==> config.mk <==
export PLATFORM = sky130hd
export DESIGN_NAME = led_channel_sel
export DESIGN_NICKNAME = d
export VERILOG_FILES = /design/src/rtl/led_channel_sel.sv
export SDC_FILE = /design/constraint.sdc
export NUM_CORES = 1
export LEC_CHECK = 0
export CORE_MARGIN = 8
export CORE_UTILIZATION = 52
export CTS_BUF_LIST = sky130_fd_sc_hd__clkbuf_2
export DETAILED_ROUTE_END_ITERATION = 10
export PLACE_DENSITY = 0.91
export SYNTH_ARGS = -nofsm -noshare
export SYNTH_HDL_FRONTEND = slang
export SYNTH_SLANG_ARGS = --single-unit
==> constraint.sdc <==
create_clock -name clk -period 2.5 [get_ports clk]
set_input_delay 0.5 -clock clk [delete_from_list [all_inputs] [get_ports clk]]
set_output_delay 0.5 -clock clk [all_outputs]
set_load 0.005 [all_outputs]
==> src/rtl/led_channel_sel.sv <==
// Channel selector for an LED bank: debounced advance button, manual or auto-scan
// selection, and a registered output slice of the selected input channel.
module led_channel_sel #(
  parameter int WIDTH       = 8,
  parameter int CHANNELS    = 4,
  parameter int DB_CYCLES   = 16,
  parameter int SCAN_CYCLES = 1000,
  localparam int SEL_W      = $clog2(CHANNELS)
) (
  input  logic                      clk,
  input  logic                      rst_n,
  input  logic [WIDTH*CHANNELS-1:0] din,
  input  logic                      btn1,
  input  logic                      auto,
  output logic [WIDTH-1:0]          led,
  output logic [SEL_W-1:0]          sel,
  output logic                      adv
);

  localparam int DB_W = $clog2(DB_CYCLES + 1);
  localparam int SC_W = $clog2(SCAN_CYCLES + 1);

  typedef enum logic [1:0] {LOW, WAIT_HIGH, HIGH, WAIT_LOW} db_state_t;

  logic            sync1, sync2;
  logic            sync_ok, armed;
  db_state_t       state;
  logic [DB_W-1:0] db_cnt;
  logic [SC_W-1:0] scan_cnt;
  logic            cnt_done, cnt_sat, press, term, step;
  logic [WIDTH-1:0] slice;

  always_ff @(posedge clk or negedge rst_n) begin
    if (!rst_n) begin
      sync1 <= 1'b0;
      sync2 <= 1'b0;
    end else begin
      sync1 <= btn1;
      sync2 <= sync1;
    end
  end

  // The synchronizer flops read 0 out of reset regardless of the pin, so a
  // button held through reset must first be seen released before presses count.
  always_ff @(posedge clk or negedge rst_n) begin
    if (!rst_n) begin
      sync_ok <= 1'b0;
      armed   <= 1'b0;
    end else begin
      sync_ok <= 1'b1;
      if (sync_ok && !sync1 && !sync2)
        armed <= 1'b1;
    end
  end

  assign cnt_done = (db_cnt == DB_W'(DB_CYCLES - 1));
  assign cnt_sat  = (db_cnt == '1);

  always_ff @(posedge clk or negedge rst_n) begin
    if (!rst_n) begin
      state  <= LOW;
      db_cnt <= '0;
    end else begin
      case (state)
        LOW: begin
          if (sync2) begin
            state  <= WAIT_HIGH;
            db_cnt <= '0;
          end
        end
        WAIT_HIGH: begin
          if (!sync2) begin
            state  <= LOW;
            db_cnt <= '0;
          end else if (cnt_done) begin
            state  <= HIGH;
            db_cnt <= '0;
          end else if (!cnt_sat) begin
            db_cnt <= db_cnt + 1'b1;
          end
        end
        HIGH: begin
          if (!sync2) begin
            state  <= WAIT_LOW;
            db_cnt <= '0;
          end
        end
        WAIT_LOW: begin
          if (sync2) begin
            state  <= HIGH;
            db_cnt <= '0;
          end else if (cnt_done) begin
            state  <= LOW;
            db_cnt <= '0;
          end else if (!cnt_sat) begin
            db_cnt <= db_cnt + 1'b1;
          end
        end
        default: begin
          state  <= LOW;
          db_cnt <= '0;
        end
      endcase
    end
  end

  assign press = armed && (state == WAIT_HIGH) && sync2 && cnt_done;
  assign term  = auto && (scan_cnt == SC_W'(SCAN_CYCLES - 1));
  assign step  = press || term;

  always_ff @(posedge clk or negedge rst_n) begin
    if (!rst_n) begin
      scan_cnt <= '0;
      sel      <= '0;
      adv      <= 1'b0;
    end else begin
      if (!auto || step)
        scan_cnt <= '0;
      else
        scan_cnt <= scan_cnt + 1'b1;

      adv <= step;
      if (step) begin
        if (sel == SEL_W'(CHANNELS - 1))
          sel <= '0;
        else
          sel <= sel + 1'b1;
      end
    end
  end

  // Compare-based mux so unused sel codes (non-power-of-two CHANNELS) read 0.
  always_comb begin
    slice = '0;
    for (int unsigned k = 0; k < CHANNELS; k++) begin
      if (sel == SEL_W'(k))
        slice = din[k*WIDTH +: WIDTH];
    end
  end

  always_ff @(posedge clk or negedge rst_n) begin
    if (!rst_n)
      led <= '0;
    else
      led <= slice;
  end

endmodule
==> flow_summary.toml <==
[timing]
setup_violations = 0
fin_crit_sh = 0.755
hold_viol = 0
max_freq_mhz = 530
period_minus_slack_ns = 1.89
rsz0062_at_grt = "no"
drv_slew = 0
tightest_slew_ns = 0.677
finalClockSkew_ns = 0.0217
finalSetupTns_ns = 0
slew_headroom = 0.548

[layout]
final_common_cell = "clkdlybuf4s50_1"
layout.nets = 247
antennaDiodeCount = 0
area_growth_pct = 33.9
final_cell_mix = "46 x clkdlybuf4s50_1, 32 x dfrtp_1, 20 x nand2_1, 15 x nor2_1, 8 x nor2b_1"
final-seq-area_um2 = 801
multi_input_area_um2 = 738
finalInstanceArea_um2 = 2110
num-fill-cells = 203
drive_gt1_frac = 0.0631

[drt]
drtIter0Drc = 73
drtPass1Iterations = 4
drt_wl_total_um = 3640
vias = 1339
routedWlPerCell_um = 15.2
drtAntennaViolNets = 0
vias_per_cell = 5.60
drc = 0

[synthesis]
ys_seq_area_frac = 0.509
syn-mean-instance-area_um2 = 10.1
syn_area_um2 = 1570
async_flop_share = 1.00
ys_types = 30
ys_warn_count = 0
synth_edf_count = 0
syn_inst = 155
synthFlopType = "dfrtp_1"
ys_ff_latch = 32
synth_fp_nets = 197

[cts]
cts_resized = 0
insertion_delay_ns = 0.37
cts_hold_buffers = 0
htree_levels = 2
cts_root_buf = "clkbuf_2"
cts_setup_buffers = 0
cts_buffers = 5
clkTransAtPathRegs_ns = 0.15
cts_tree = "yes"
cts_sinks = 32
clk_path_buf_depth = 2

[pwr]
pwr-share-seq = 0.605
swShare = 0.240
p_comb_frac = 0.130
leakage_uw = 0.000886
p_sw_uw = 216
ir_worst_vdd_mv = 0.278
intPower_uw = 685
powerDensity_nw_per_um2 = 428
clkPwrFrac = 0.265

[floorplanning]
die_h_um = 71.0
coreArea_um2 = 2950
row_count = 20
die_area_um2 = 5040
fp.dieW_um = 71.0
initial_core_util = 0.533
io_pins = 47

[global_routing]
overflow = 0
grt_pass1_wl_um = 6030
first_global_vias = 1422
grtUsageTotal = 0.153
grt_max_degree = 33
antenna_found_initial = 0

[critical_path]
path_buf_inv = 1
path_depth = 1
critical_path_class = "reg -> out"
worstSetupStartpointType = "flip-flop"
ff2ff_path_depth = 5
worstSetupEndpointType = "output pin"
crit_fanout = 6
critical-path-slowest-cell = "clkdlybuf4s50_1"
required_ns = 2.00
critical_path.cell_chain = "clkdlybuf4s50_1"
arrival_ns = 1.39
cp_slowest_stage_delay_ns = 0.56
path_delay_family = "buffers and inverters"

[placed_design]
hpwl_um = 2920
placed_cell_area_um2 = 2070
gp_congestion = 0.808
portBuffers = 46

[run_status]
outcome = "finished, final reports clean"

[flow_run]
max-cap-violations = 0

[hold_path]
holdCritPathClass = "reg -> reg"
hold_path_depth = 0
[routing by layer]
metal	vias to the layer above	global-route usage	wire length, um
li1	641	-	-
met1	631	0.144	1430
met2	59	0.260	1740
met3	8	0.0833	364
met4	0	0.0878	104
met5	-	0	0
[final timing paths]
check	startpoint	slack (ns)	to
hold / removal	sync1	0.41	sync2
max in group asynchronous	rst_n	1.71	led[7]
setup / recovery	sel[0]	0.61	sel[0]
setup reg to reg	sel[1]	0.69	led[1]
hold reg to reg	sync1	0.41	sync2
min in group asynchronous	rst_n	0.50	scan_cnt[9]
[synthesized netlist by cell type, types with 5 or more instances]
library cell	instances	area (um2)
o31ai_1	7	52.6
o21ai_0	6	30.0
and3_1	5	31.3
nor2_1	15	56.3
dfrtp_1	32	801
ha_1	6	75.1
a221oi_1	7	61.3
nand3_1	6	30.0
nand2_1	20	75.1
nor2b_1	8	50.1
xnor2_1	7	61.3
inv_1	5	18.8
[flip-flops by register name (all words and copies together), names as in the netlist, named ones only]
| register | cells |
|---|---|
| adv | 1 |
| sel | 2 |
| sync1 | 1 |
| state | 1 |
| sync_ok | 1 |
| armed | 1 |
| led | 8 |
| db_cnt | 5 |
| scan_cnt | 10 |
| sync2 | 1 |
[power groups by stage]
stage	logic, uW	clock network (uW)	registers, uW
floorplan	28.9	0	554
global placement	112	0	554
detailed placement	117	0	556
CTS	117	247	546
global route	127	264	548
finish	117	239	546
[through the flow]
step           std cells  hold slack [ns]  total power, uW   util  worst slack [ns]
6_report             239            0.412              902  0.713             0.612
5_1_grt              239            0.427              938  0.713             0.515
4_1_cts              239            0.418              910  0.713             0.579
3_5_place_dp         231            0.386              673  0.700             0.515
3_3_place_gp         231            0.369              667  0.700             0.604
2_1_floorplan        155            0.204              583      -             0.902
[kinds of logic (layout without fill, tap and decap cells)]
logic type	Yosys count	count (layout)	share of synthesized area
buffers and inverters	9	60	0.0215
adders and majority gates	6	6	0.0477
other	1	1	0.00238
DFF	32	32	0.509
muxes	4	4	0.0326
AOI/OAI and AO/OA	30	30	0.138
and+or+nand+nor	63	63	0.193
xor gates and xnor gates	10	10	0.0557
[final cells by class]
class                      instances  share of cell area
tap                               33              0.0196
multi-input combinational        114               0.351
clock inverter                     1             0.00178
clock buffer                       7              0.0166
inverter                           5             0.00891
sequential                        32               0.380
timing repair buffer              47               0.222
Power figures use the tool's default switching activity.
